**config.mk**
```make
export PLATFORM = sky130hd
export DESIGN_NAME = dct_mul_sched
export DESIGN_NICKNAME = d
export VERILOG_FILES = /design/src/rtl/dct_mul_sched.sv
export SDC_FILE = /design/constraint.sdc
export NUM_CORES = 1
export LEC_CHECK = 0
export CAP_MARGIN = 10
export CORE_AREA = 2 2 94 96
export DETAILED_ROUTE_END_ITERATION = 16
export DIE_AREA = 0 0 96 98
export PLACE_DENSITY = 0.78
export SYNTH_ARGS = -nofsm -noshare
export SYNTH_HDL_FRONTEND = slang
export SYNTH_SLANG_ARGS = --single-unit
export TNS_END_PERCENT = 1
```
**constraint.sdc**
```tcl
create_clock -name clk -period 2.9 [get_ports clk]
set_clock_uncertainty 0.05 [all_clocks]
set_input_delay 0.435 -clock clk [delete_from_list [all_inputs] [get_ports clk]]
set_output_delay 0.435 -clock clk [all_outputs]
set_load 0.01 [all_outputs]
```
**src/rtl/dct_mul_sched.sv**
```systemverilog
// dct_mul_sched: round-robin issue scheduler for the shared fixed-latency
// multiplier pipeline in the DCT datapath.
//
// Ports:
//   clk, rst            clock, synchronous active-high reset
//   req[N_REQ]          per-requester request level (operand valid while high)
//   req_data            packed operands, requester i at [i*DATA_W +: DATA_W]
//   hold                blocks new grants; in-flight work still drains
//   gnt[N_REQ]          one-hot combinational grant (operand consumed on edge)
//   pipe_enable         pipeline enable, OR of gnt
//   pipe_in_data        granted operand, 0 when nothing is granted
//   pipe_out_data       pipeline output, LATENCY edges after issue
//   rsp_valid/id/data   tagged result; id and data are 0 when not valid
//   inflight            issued operations not yet returned
//   idle                nothing in flight and no grant this cycle
module dct_mul_sched #(
  parameter int N_REQ   = 4,
  parameter int LATENCY = 7,
  parameter int DATA_W  = 32,
  parameter int ID_W    = 2
) (
  input  logic                          clk,
  input  logic                          rst,
  input  logic [N_REQ-1:0]              req,
  input  logic [N_REQ*DATA_W-1:0]       req_data,
  input  logic                          hold,
  output logic [N_REQ-1:0]              gnt,
  output logic                          pipe_enable,
  output logic [DATA_W-1:0]             pipe_in_data,
  input  logic [DATA_W-1:0]             pipe_out_data,
  output logic                          rsp_valid,
  output logic [ID_W-1:0]               rsp_id,
  output logic [DATA_W-1:0]             rsp_data,
  output logic [$clog2(LATENCY+1)-1:0]  inflight,
  output logic                          idle
);
  localparam int CNT_W = $clog2(LATENCY+1);

  logic [ID_W-1:0]                ptr;
  logic                           found;
  logic [ID_W-1:0]                gnt_id;
  logic [LATENCY-1:0]             vld_pipe;
  logic [LATENCY-1:0][ID_W-1:0]   id_pipe;

  // Search starts at ptr and wraps; first requester found wins.
  always_comb begin
    logic [ID_W-1:0] idx;
    found  = 1'b0;
    gnt_id = '0;
    idx    = '0;
    for (int k = 0; k < N_REQ; k++) begin
      idx = ID_W'((int'(ptr) + k) % N_REQ);
      if (!found && req[idx]) begin
        found  = 1'b1;
        gnt_id = idx;
      end
    end
    // Suppress after the search so hold/rst act in the same cycle.
    if (hold || rst) found = 1'b0;
  end

  always_comb begin
    gnt = '0;
    if (found) gnt[gnt_id] = 1'b1;
  end

  assign pipe_enable  = found;
  assign pipe_in_data = found ? req_data[gnt_id*DATA_W +: DATA_W] : '0;

  always_ff @(posedge clk) begin
    if (rst) begin
      ptr <= '0;
    end else if (found) begin
      ptr <= (gnt_id == ID_W'(N_REQ-1)) ? '0 : gnt_id + 1'b1;
    end
  end

  // Shadow of the pipeline: owner tags travel alongside the operands. IDs are
  // zeroed on empty slots so rsp_id comes straight from a flop.
  always_ff @(posedge clk) begin
    if (rst) begin
      vld_pipe <= '0;
      id_pipe  <= '0;
    end else begin
      vld_pipe <= {vld_pipe[LATENCY-2:0], pipe_enable};
      id_pipe  <= {id_pipe[LATENCY-2:0], (pipe_enable ? gnt_id : ID_W'(0))};
    end
  end

  assign rsp_valid = vld_pipe[LATENCY-1];
  assign rsp_id    = id_pipe[LATENCY-1];
  // Mask whatever the unreset pipeline emits in empty slots.
  assign rsp_data  = rsp_valid ? pipe_out_data : '0;

  // Issue and retire in the same cycle cancel out. The shadow holds at most
  // LATENCY entries, so the guards never bind in normal use.
  always_ff @(posedge clk) begin
    if (rst) begin
      inflight <= '0;
    end else if (pipe_enable && !rsp_valid && inflight != CNT_W'(LATENCY)) begin
      inflight <= inflight + 1'b1;
    end else if (!pipe_enable && rsp_valid && inflight != '0) begin
      inflight <= inflight - 1'b1;
    end
  end

  assign idle = (inflight == '0) && !pipe_enable;

endmodule

```
==> results.cfg, run 1 <==
[sta]
rsz0062_at_grt = no
min_period_ps = 2800
tns_ps = 0
relSlewSlack = 0.538
slew_viol_final = 0
hold_viol = 0
setup_viol = 0
fmax_ghz = 0.357
tightestPinTransition_ps = 692
fin_crit_sh = 0.965
hold_ws_ps = 391

[power]
power.density_nw_per_um2 = 282
p_leak_uw = 0.00210
peakVddDrop_uv = 197

[clock_tree]
htree_levels = 1
cts.sinks = 26
postCtsSetupRepairBufs = 0
clockBufferDepth = 2
clk_latency_ps = 270
cts_tree = yes
clkTransAtPathRegs_ps = 80
cts_root_buffer = clkbuf_8
numCtsBuffers = 3

[yosys]
yosysUniqueCellTypes = 36
synth_warnings = 0
syn_inst = 260
synth_common_cells = mux2i_1 (65), and2_1 (37), o22ai_1 (33), dfxtp_1 (26), nor2b_1 (17)
syn_area_per_cell_sq_um = 8.75
synth_most_common_cell = mux2i_1
synth_area_leader_cell = mux2i_1
ys.flop_type = dfxtp_1
synth.cell_area_sq_um = 2280
synth_nets = 432
synth_edf_count = 0
synthArstFlopShare = 0
synth_area_leaders = mux2i_1 (29%), dfxtp_1 (23%), and2_1 (10%)
synth-seq-cells = 26
seq_area_frac_synth = 0.229
netlist.area_leader.share = 0.286

[layout]
final_cells = 614
multi_input_area_sq_um = 1560
antenna_cells = 0
fill_cells = 777
drive_gt1_frac = 0.0711
final_nets = 679
seq_area_sq_um = 520
design_area_sq_um = 4930
syn_to_final_growth_pct = 117

[placement]
dp_hpwl_um = 8000
port_buffers = 242
dpl_cell_area_sq_um = 4870
dp_cells = 610
gp_congestion = 0.830

[setup_path]
critPathMaxStageDelay_ps = 480
cp_cell_sequence = dlygate4sd2_1, a21oi_1, o21ai_1, o2bb2a_4, buf_6, inv_1, ha_1, and2_1, clkdlybuf4s50_1
cp-startpoint = req[0]
path_depth = 9
crit_buf_inv = 4
r2r-end = inflight[1]$_SDFFE_PP0P_
crit_arrival_ps = 2310
rrSetupSlack_ps = 650
rr_worst_depth = 7
worstPathRequired_ps = 2410
cp_slowest_cell = clkdlybuf4s50_1
critPathMaxFanout = 10
crit_type = in -> out
endpoint = gnt[0]
reg2reg_from = vld_pipe[6]$_SDFF_PP0_
cp-start-kind = input pin
endpoint_kind = output port
cp_top_family = buffers and inverters

[floorplan]
die_w_um = 96
dieArea_sq_um = 9410
core_sq_um = 8470
std_cell_rows = 34
io_pins = 243
initial_utilization = 0.269
dieHeight_um = 98

[drt]
wl_um = 9540
initialDrtViolationCount = 51
drc = 0
wl_per_cell_um = 15.5
avgViaCountPerCell = 4.71
antenna_left = 0
first_pass_iters = 4
vias = 2894

[hold_path]
hold_path_class = reg -> reg

[global_route]
grt_max_degree = 35
grt_pass1_wl_um = 14300
first_global_vias = 2952
grt-ovfl-total = 0
antenna_found_initial = 0
grt_usage = 0.194

[run]
drv_cap = 0

[run_status]
outcome = complete, no violations
[registers in the layout, summed over array words and instances (netlist names)]
name      count
id_pipe      12
inflight      3
ptr           2
rsp_id        2
vld_pipe      7
[report_power, final]
group          internal (uW)  switching, uW  leakage, uW
Sequential               369           12.7     0.000211
Clock                    185            113    0.0000357
Combinational            443            268      0.00186
[kinds of logic (layout without fill, tap and decap cells)]
| group | after synthesis | after routing | share of synthesized area |
|---|---|---|---|
| AOI/OAI and AO/OA | 50 | 50 | 0.145 |
| adders and majority gates | 5 | 5 | 0.0308 |
| buffers and inverters | 32 | 278 | 0.0924 |
| muxes | 65 | 65 | 0.286 |
| DFF | 26 | 26 | 0.229 |
| and+or+nand+nor | 82 | 82 | 0.218 |
[worst min path at each step]
| stage | startpoint | endpoint | slack, ps | depth (start not counted) |
|---|---|---|---|---|
| 2_1_floorplan | vld_pipe[3]$_SDFF_PP0_ | vld_pipe[4]$_SDFF_PP0_ | 360 | 1 |
| 3_3_place_gp | vld_pipe[3]$_SDFF_PP0_ | vld_pipe[4]$_SDFF_PP0_ | 370 | 1 |
| 3_5_place_dp | id_pipe[7]$_SDFF_PP0_ | id_pipe[9]$_SDFF_PP0_ | 370 | 1 |
| 4_1_cts | id_pipe[7]$_SDFF_PP0_ | id_pipe[9]$_SDFF_PP0_ | 390 | 1 |
| 5_1_grt | id_pipe[7]$_SDFF_PP0_ | id_pipe[9]$_SDFF_PP0_ | 410 | 1 |
| 6_report | id_pipe[7]$_SDFF_PP0_ | id_pipe[9]$_SDFF_PP0_ | 390 | 1 |
[layer usage]
layer / global-route usage / share of wire / up-vias
li1: - / - / 1422
met1: 0.205 / 0.36 / 1310
met2: 0.373 / 0.52 / 155
met3: 0.0548 / 0.11 / 7
met4: 0.0352 / 0.010 / 0
met5: 0 / 0 / -
[final cells by class]
| type | count | area share |
|---|---|---|
| Tap cell | 108 | 0.0274 |
| Multi-Input combinational cell | 202 | 0.317 |
| Timing Repair Buffer | 266 | 0.530 |
| Clock inverter | 1 | 0.00609 |
| Inverter | 8 | 0.00609 |
| Sequential cell | 26 | 0.106 |
| Clock buffer | 3 | 0.00838 |
[through the flow]
| step | worst slack [ps] | utilization | power (uW) |
|---|---|---|---|
| 3_5_place_dp | -204 | 0.575 | 1120 |
| 2_1_floorplan | 771 | - | 722 |
| 3_3_place_gp | -198 | 0.575 | 1110 |
| 4_1_cts | -131 | 0.581 | 1400 |
| 6_report | 101 | 0.582 | 1390 |
| 5_1_grt | 4.40 | 0.582 | 1470 |
[cell usage in the layout (no fill, tap or decap), types with 4 or more instances in the layout]
master / instances
clkdlybuf4s50_1: 206
mux2i_1: 65
and2_1: 37
o22ai_1: 32
dlygate4sd2_1: 32
dfxtp_1: 26
buf_4: 20
nor2b_1: 17
nor2_1: 7
inv_1: 7
nand2b_1: 4
a21oi_1: 4
nand2_1: 4
ha_1: 4
[repair_timing]
action	in CTS	in global routing
setup endpoints to repair	36	5
pin swaps	1	0
resized for setup	36	5
hold buffers	0	0
Power figures use the tool's default switching activity.
==> inputs of run 2 (changes only) <==
Settings changed: SETUP_SLACK_MARGIN set to 0.3.
==> run 2 against run 1 <==
Flip-flop and latch count unchanged. Wire length increased by 6.9%. Cell count increased by 0.81%. Count of clock-buffer cells in the layout unchanged. Critical path type unchanged. Largest cell class unchanged. Largest power group unchanged. Highest routed layer unchanged.
==> results.cfg, run 2 (same netlist as run 1, synthesis figures left out) <==
[run_status]
outcome = complete, no violations

[setup_path]
endpoint_kind = output port
crit_type = in -> out
crit_arrival_ps = 2250
cp_cell_sequence = clkdlybuf4s50_1, or2_1, or2_1, inv_2, nand2_2, buf_16, o22ai_1, clkdlybuf4s15_1
critPathMaxFanout = 16
cpMostUsedCell = or2_1
crit_buf_inv = 4
cp_slowest_cell = clkdlybuf4s50_1
worstPathRequired_ps = 2410
cp-start-kind = input pin
cp_top_family = buffers and inverters
critPathMaxStageDelay_ps = 430

[power]
intPower_uw = 1010
p_clk_frac = 0.209
pwr-share-comb = 0.520
netSwitchingPower_uw = 412
pwr-share-seq = 0.270
power.density_nw_per_um2 = 284
peakVddDrop_uv = 201
p_leak_uw = 0.00212
swShare = 0.289

[global_route]
antenna_found_initial = 0
grt_max_degree = 35
grt_pass1_wl_um = 15100
first_global_vias = 3024
grt-ovfl-total = 0
grt_usage = 0.207

[run]
drv_cap = 0

[drt]
initialDrtViolationCount = 67
antenna_left = 0
avgViaCountPerCell = 4.77
first_pass_iters = 4
drc = 0
wl_per_cell_um = 16.5
wl_um = 10200
vias = 2953

[layout]
regMostFlops = id_pipe
syn_to_final_growth_pct = 120
largest_reg_flops = 12
largestRegisters = id_pipe x12, vld_pipe x7, inflight x3
final_cell_mix = clkdlybuf4s50_1 (203), mux2i_1 (65), and2_1 (37), o22ai_1 (32), dlygate4sd2_1 (32)
final_nets = 684
final_common_cell = clkdlybuf4s50_1
antenna_cells = 0
drive_gt1_frac = 0.0939
design_area_sq_um = 5010
final_cells = 619

[placement]
gp_congestion = 0.830
dp_cells = 610
dp_slack_ps = -204
dpl_cell_area_sq_um = 4870
dp_hpwl_um = 8000
port_buffers = 242

[sta]
setup_viol = 0
hold_viol = 0
slew_viol_final = 0
min_period_ps = 2730
tightestPinTransition_ps = 700
fin_crit_sh = 0.942
relSlewSlack = 0.533
layout_setup_ws_ps = 169
hold_ws_ps = 393
rsz0062_at_grt = yes
tns_ps = 0
fmax_ghz = 0.366

[clock_tree]
htree_levels = 1
clkTransAtPathRegs_ps = 90
clockBufferDepth = 2
cts.sinks = 26
hold_buffers = 0
cts_tree = yes
numCtsBuffers = 3
clk_latency_ps = 270
cts_root_buffer = clkbuf_8

[floorplan]
dieArea_sq_um = 9410
core_sq_um = 8470
io_pins = 243
dieHeight_um = 98
initial_utilization = 0.269
die_w_um = 96
std_cell_rows = 34

[hold_path]
hold_path_class = reg -> reg
run 2: changes by cell type in the layout (fill, tap and decap cells not counted), moves of 2 or more:
cell	change
buf_4	+3
clkdlybuf4s15_1	+3
clkdlybuf4s50_1	-3
a21oi_1	-2
a21oi_2	+2
dlymetal6s2s_1	-2
run 2: cell type report:
| class | count | area [sq um] |
|---|---|---|
| Fill cell | 769 | 3460 |
| Timing Repair Buffer | 270 | 2660 |
| Multi-Input combinational cell | 203 | 1590 |
| Sequential cell | 26 | 524 |
| Tap cell | 108 | 135 |
| Clock buffer | 3 | 41.3 |
| Clock inverter | 1 | 30.0 |
| Inverter | 8 | 30.0 |
run 2: final timing paths:
path / startpoint / end / slack (ps) / cells after the start
min reg2reg: vld_pipe[4]$_SDFF_PP0_ / vld_pipe[5]$_SDFF_PP0_ / 390 / 1
min: vld_pipe[4]$_SDFF_PP0_ / vld_pipe[5]$_SDFF_PP0_ / 390 / 1
max reg2reg: vld_pipe[6]$_SDFF_PP0_ / inflight[1]$_SDFFE_PP0P_ / 640 / 7
max: rst / pipe_in_data[30] / 170 / 8
run 2: metrics by stage:
step	total power (uW)	util
after CTS	1430	0.590
after global routing	1500	0.592
after floorplan	722	-
after detailed placement	1120	0.575
final	1420	0.592
after global placement	1110	0.575
run 2: what timing repair did:
item | 4_1_cts | 5_1_grt
endpoints found under the setup margin | 38 | 40
setup buffers | 3 | 0
pin swaps | 3 | 1
gates resized for setup | 49 | 8
cloned | 2 | 0
run 2: layer usage:
layer  part of all wire  vias to the layer above  wire (um)  track usage
met2               0.52                      165       5300        0.396
met5                  0                        -          0            0
met4             0.0097                        0         99       0.0352
met3               0.10                        7       1030       0.0532
met1               0.37                     1343       3770        0.227
li1                   -                     1438          -            -
run 2: worst reg2reg max path, cell delays in order, from the launching register on:
cell     delay, ps
dfxtp_1        550
nor3_1         530
nand2_1        130
fa_1           540
nor2_1          60
a22oi_1        130
nor2_1          70
nor3_2         140
run 2: power by group through the flow:
stage	sequential [uW]	clock (uW)	combinational, uW
2_1_floorplan	389	0	334
3_3_place_gp	389	0	725
3_5_place_dp	390	0	733
4_1_cts	385	303	742
5_1_grt	387	318	796
6_report	385	298	741
==> inputs of run 3 (changes only) <==
--- a/constraint.sdc
+++ b/constraint.sdc
@@ -3,3 +3,3 @@
 set_input_delay 0.435 -clock clk [delete_from_list [all_inputs] [get_ports clk]]
 set_output_delay 0.435 -clock clk [all_outputs]
-set_load 0.01 [all_outputs]
+set_load 0.05 [all_outputs]
==> run 3 against run 2 <==
Sequential power hardly changed. Via count increased by 5.4%. Global-route usage up 4.3 points. Highest routed layer unchanged. Maximum frequency is essentially flat. First-iteration DRC count shrank 15%. Total power increased by 36%. Worst hold slack better by 3.0 ps. Setup slack better by 1.8 ps. Wire length rose by 19%.
==> results.cfg, run 3 (same netlist as run 1, synthesis figures left out) <==
[run_status]
outcome = complete, no violations

[power]
swShare = 0.364
netSwitchingPower_uw = 707
intPower_uw = 1240
p_leak_uw = 0.00228
power.density_nw_per_um2 = 324
peakVddDrop_uv = 208
p_clk_frac = 0.153
fin_total_pwr_uw = 1940
pwr-share-comb = 0.649
pwr-share-seq = 0.198

[layout]
regMostFlops = id_pipe
design_area_sq_um = 5990
syn_to_final_growth_pct = 163
final_common_cell = clkdlybuf4s50_1
final_cell_mix = clkdlybuf4s50_1 (198), mux2i_1 (48), buf_12 (41), and2_1 (37), dfxtp_1 (24)
drive_gt1_frac = 0.272
largest_reg_flops = 12
largestRegisters = id_pipe x12, vld_pipe x7, inflight x3
final_nets = 687

[sta]
tightestPinTransition_ps = 542
relSlewSlack = 0.638
tns_ps = 0
hold_viol = 0
fin_crit_sh = 0.941
rsz0062_at_grt = yes
setup_viol = 0
min_period_ps = 2730
fmax_ghz = 0.366
slew_viol_final = 0

[floorplan]
dieArea_sq_um = 9410
core_sq_um = 8470
dieHeight_um = 98
die_w_um = 96
initial_utilization = 0.269
std_cell_rows = 34
io_pins = 243

[setup_path]
crit_arrival_ps = 2240
endpoint_kind = output port
cp-start-kind = input pin
worstPathRequired_ps = 2410
crit_type = in -> out
rr_worst_depth = 8
critPathMaxFanout = 11
cp-startpoint = req[1]
rrSetupSlack_ps = 650
endpoint = pipe_in_data[8]
reg2reg_from = vld_pipe[6]$_SDFF_PP0_
r2r-end = inflight[1]$_SDFFE_PP0P_

[drt]
initialDrtViolationCount = 57
avgViaCountPerCell = 5.00
first_pass_iters = 4
wl_per_cell_um = 19.5
antenna_left = 0
vias = 3112
drc = 0
wl_um = 12100

[global_route]
first_global_vias = 3368
antenna_found_initial = 0
grt_max_degree = 34
grt_pass1_wl_um = 18000
grt-ovfl-total = 0
grt_usage = 0.250

[clock_tree]
cts.sinks = 26
hold_buffers = 0
clk_latency_ps = 270
clockBufferDepth = 2
clkTransAtPathRegs_ps = 90
cts_root_buffer = clkbuf_8
cts_tree = yes
htree_levels = 1
numCtsBuffers = 3

[placement]
dpl_cell_area_sq_um = 5150
gp_congestion = 0.848
dp_hpwl_um = 8410
port_buffers = 242

[hold_path]
hold_path_class = reg -> reg

[run]
drv_cap = 0
[run 3: changes by cell type in the layout (fill, tap and decap cells not counted), moves of 4 or more]
cell / before / now
clkdlybuf4s15_1: 4 / 0
buf_12: 4 / 41
o22ai_4: 0 / 19
o22ai_1: 32 / 1
mux2i_1: 65 / 48
mux2i_2: 0 / 15
o22ai_2: 1 / 13
clkdlybuf4s50_1: 203 / 198
buf_16: 1 / 6
dlygate4sd2_1: 32 / 3
[run 3: worst min path at each step]
stage	start	endpoint	slack, ps	cells past startpoint
after floorplan	vld_pipe[3]$_SDFF_PP0_	vld_pipe[4]$_SDFF_PP0_	360	1
after global placement	vld_pipe[3]$_SDFF_PP0_	vld_pipe[4]$_SDFF_PP0_	370	1
after detailed placement	vld_pipe[3]$_SDFF_PP0_	vld_pipe[4]$_SDFF_PP0_	370	1
after CTS	vld_pipe[3]$_SDFF_PP0_	vld_pipe[4]$_SDFF_PP0_	400	1
after global routing	id_pipe[3]$_SDFF_PP0_	id_pipe[5]$_SDFF_PP0_	410	1
final	vld_pipe[3]$_SDFF_PP0_	vld_pipe[4]$_SDFF_PP0_	400	1
[run 3: what timing repair did]
action,4_1_cts,5_1_grt
gates cloned,7,0
pin swaps,7,0
buffers inserted,11,0
setup endpoints to repair,48,66
resized for setup,97,1
[run 3: area by class of cell]
type	count	area [sq um]
diodes	1	2.50
clock buffers	3	41.3
clock inverters	1	30.0
fillers	581	2470
inverters	8	30.0
multi-input cells	203	2040
flip-flops and latches	26	523
well taps	108	135
repair buffers	273	3190
[run 3: metrics by stage]
step	hold WS, ps	util	setup slack, ps	instances
global placement	368	0.608	87.0	600
CTS	400	0.707	219	622
floorplan	361	-	125	260
detailed placement	374	0.608	4.20	600
finish	396	0.708	171	623
global route	409	0.708	123	622
[run 3: layer usage]
layer  global-route usage  vias to the layer above  routed length, um  share of wire
li1                     -                     1445                  -              -
met1                0.273                     1483               4270           0.35
met3               0.0532                       12               1030          0.085
met5                    0                        -                  0              0
met2                0.478                      172               6650           0.55
met4               0.0593                        0                183          0.015
[run 3: critical path, stage by stage]
cell	delay, ps
dlygate4sd2_1	310
a21oi_2	150
o21ai_2	120
o2bb2a_4	350
buf_12	140
buf_16	140
mux2i_1	320
o22ai_4	110
buf_12	160
[run 3: power groups by stage]
stage                     combinational (uW)  clock (uW)  sequential, uW
after floorplan                          478           0             397
after global placement                   974           0             389
after detailed placement                 986           0             390
after CTS                               1250         303             385
after global routing                    1310         322             388
final                                   1260         297             385
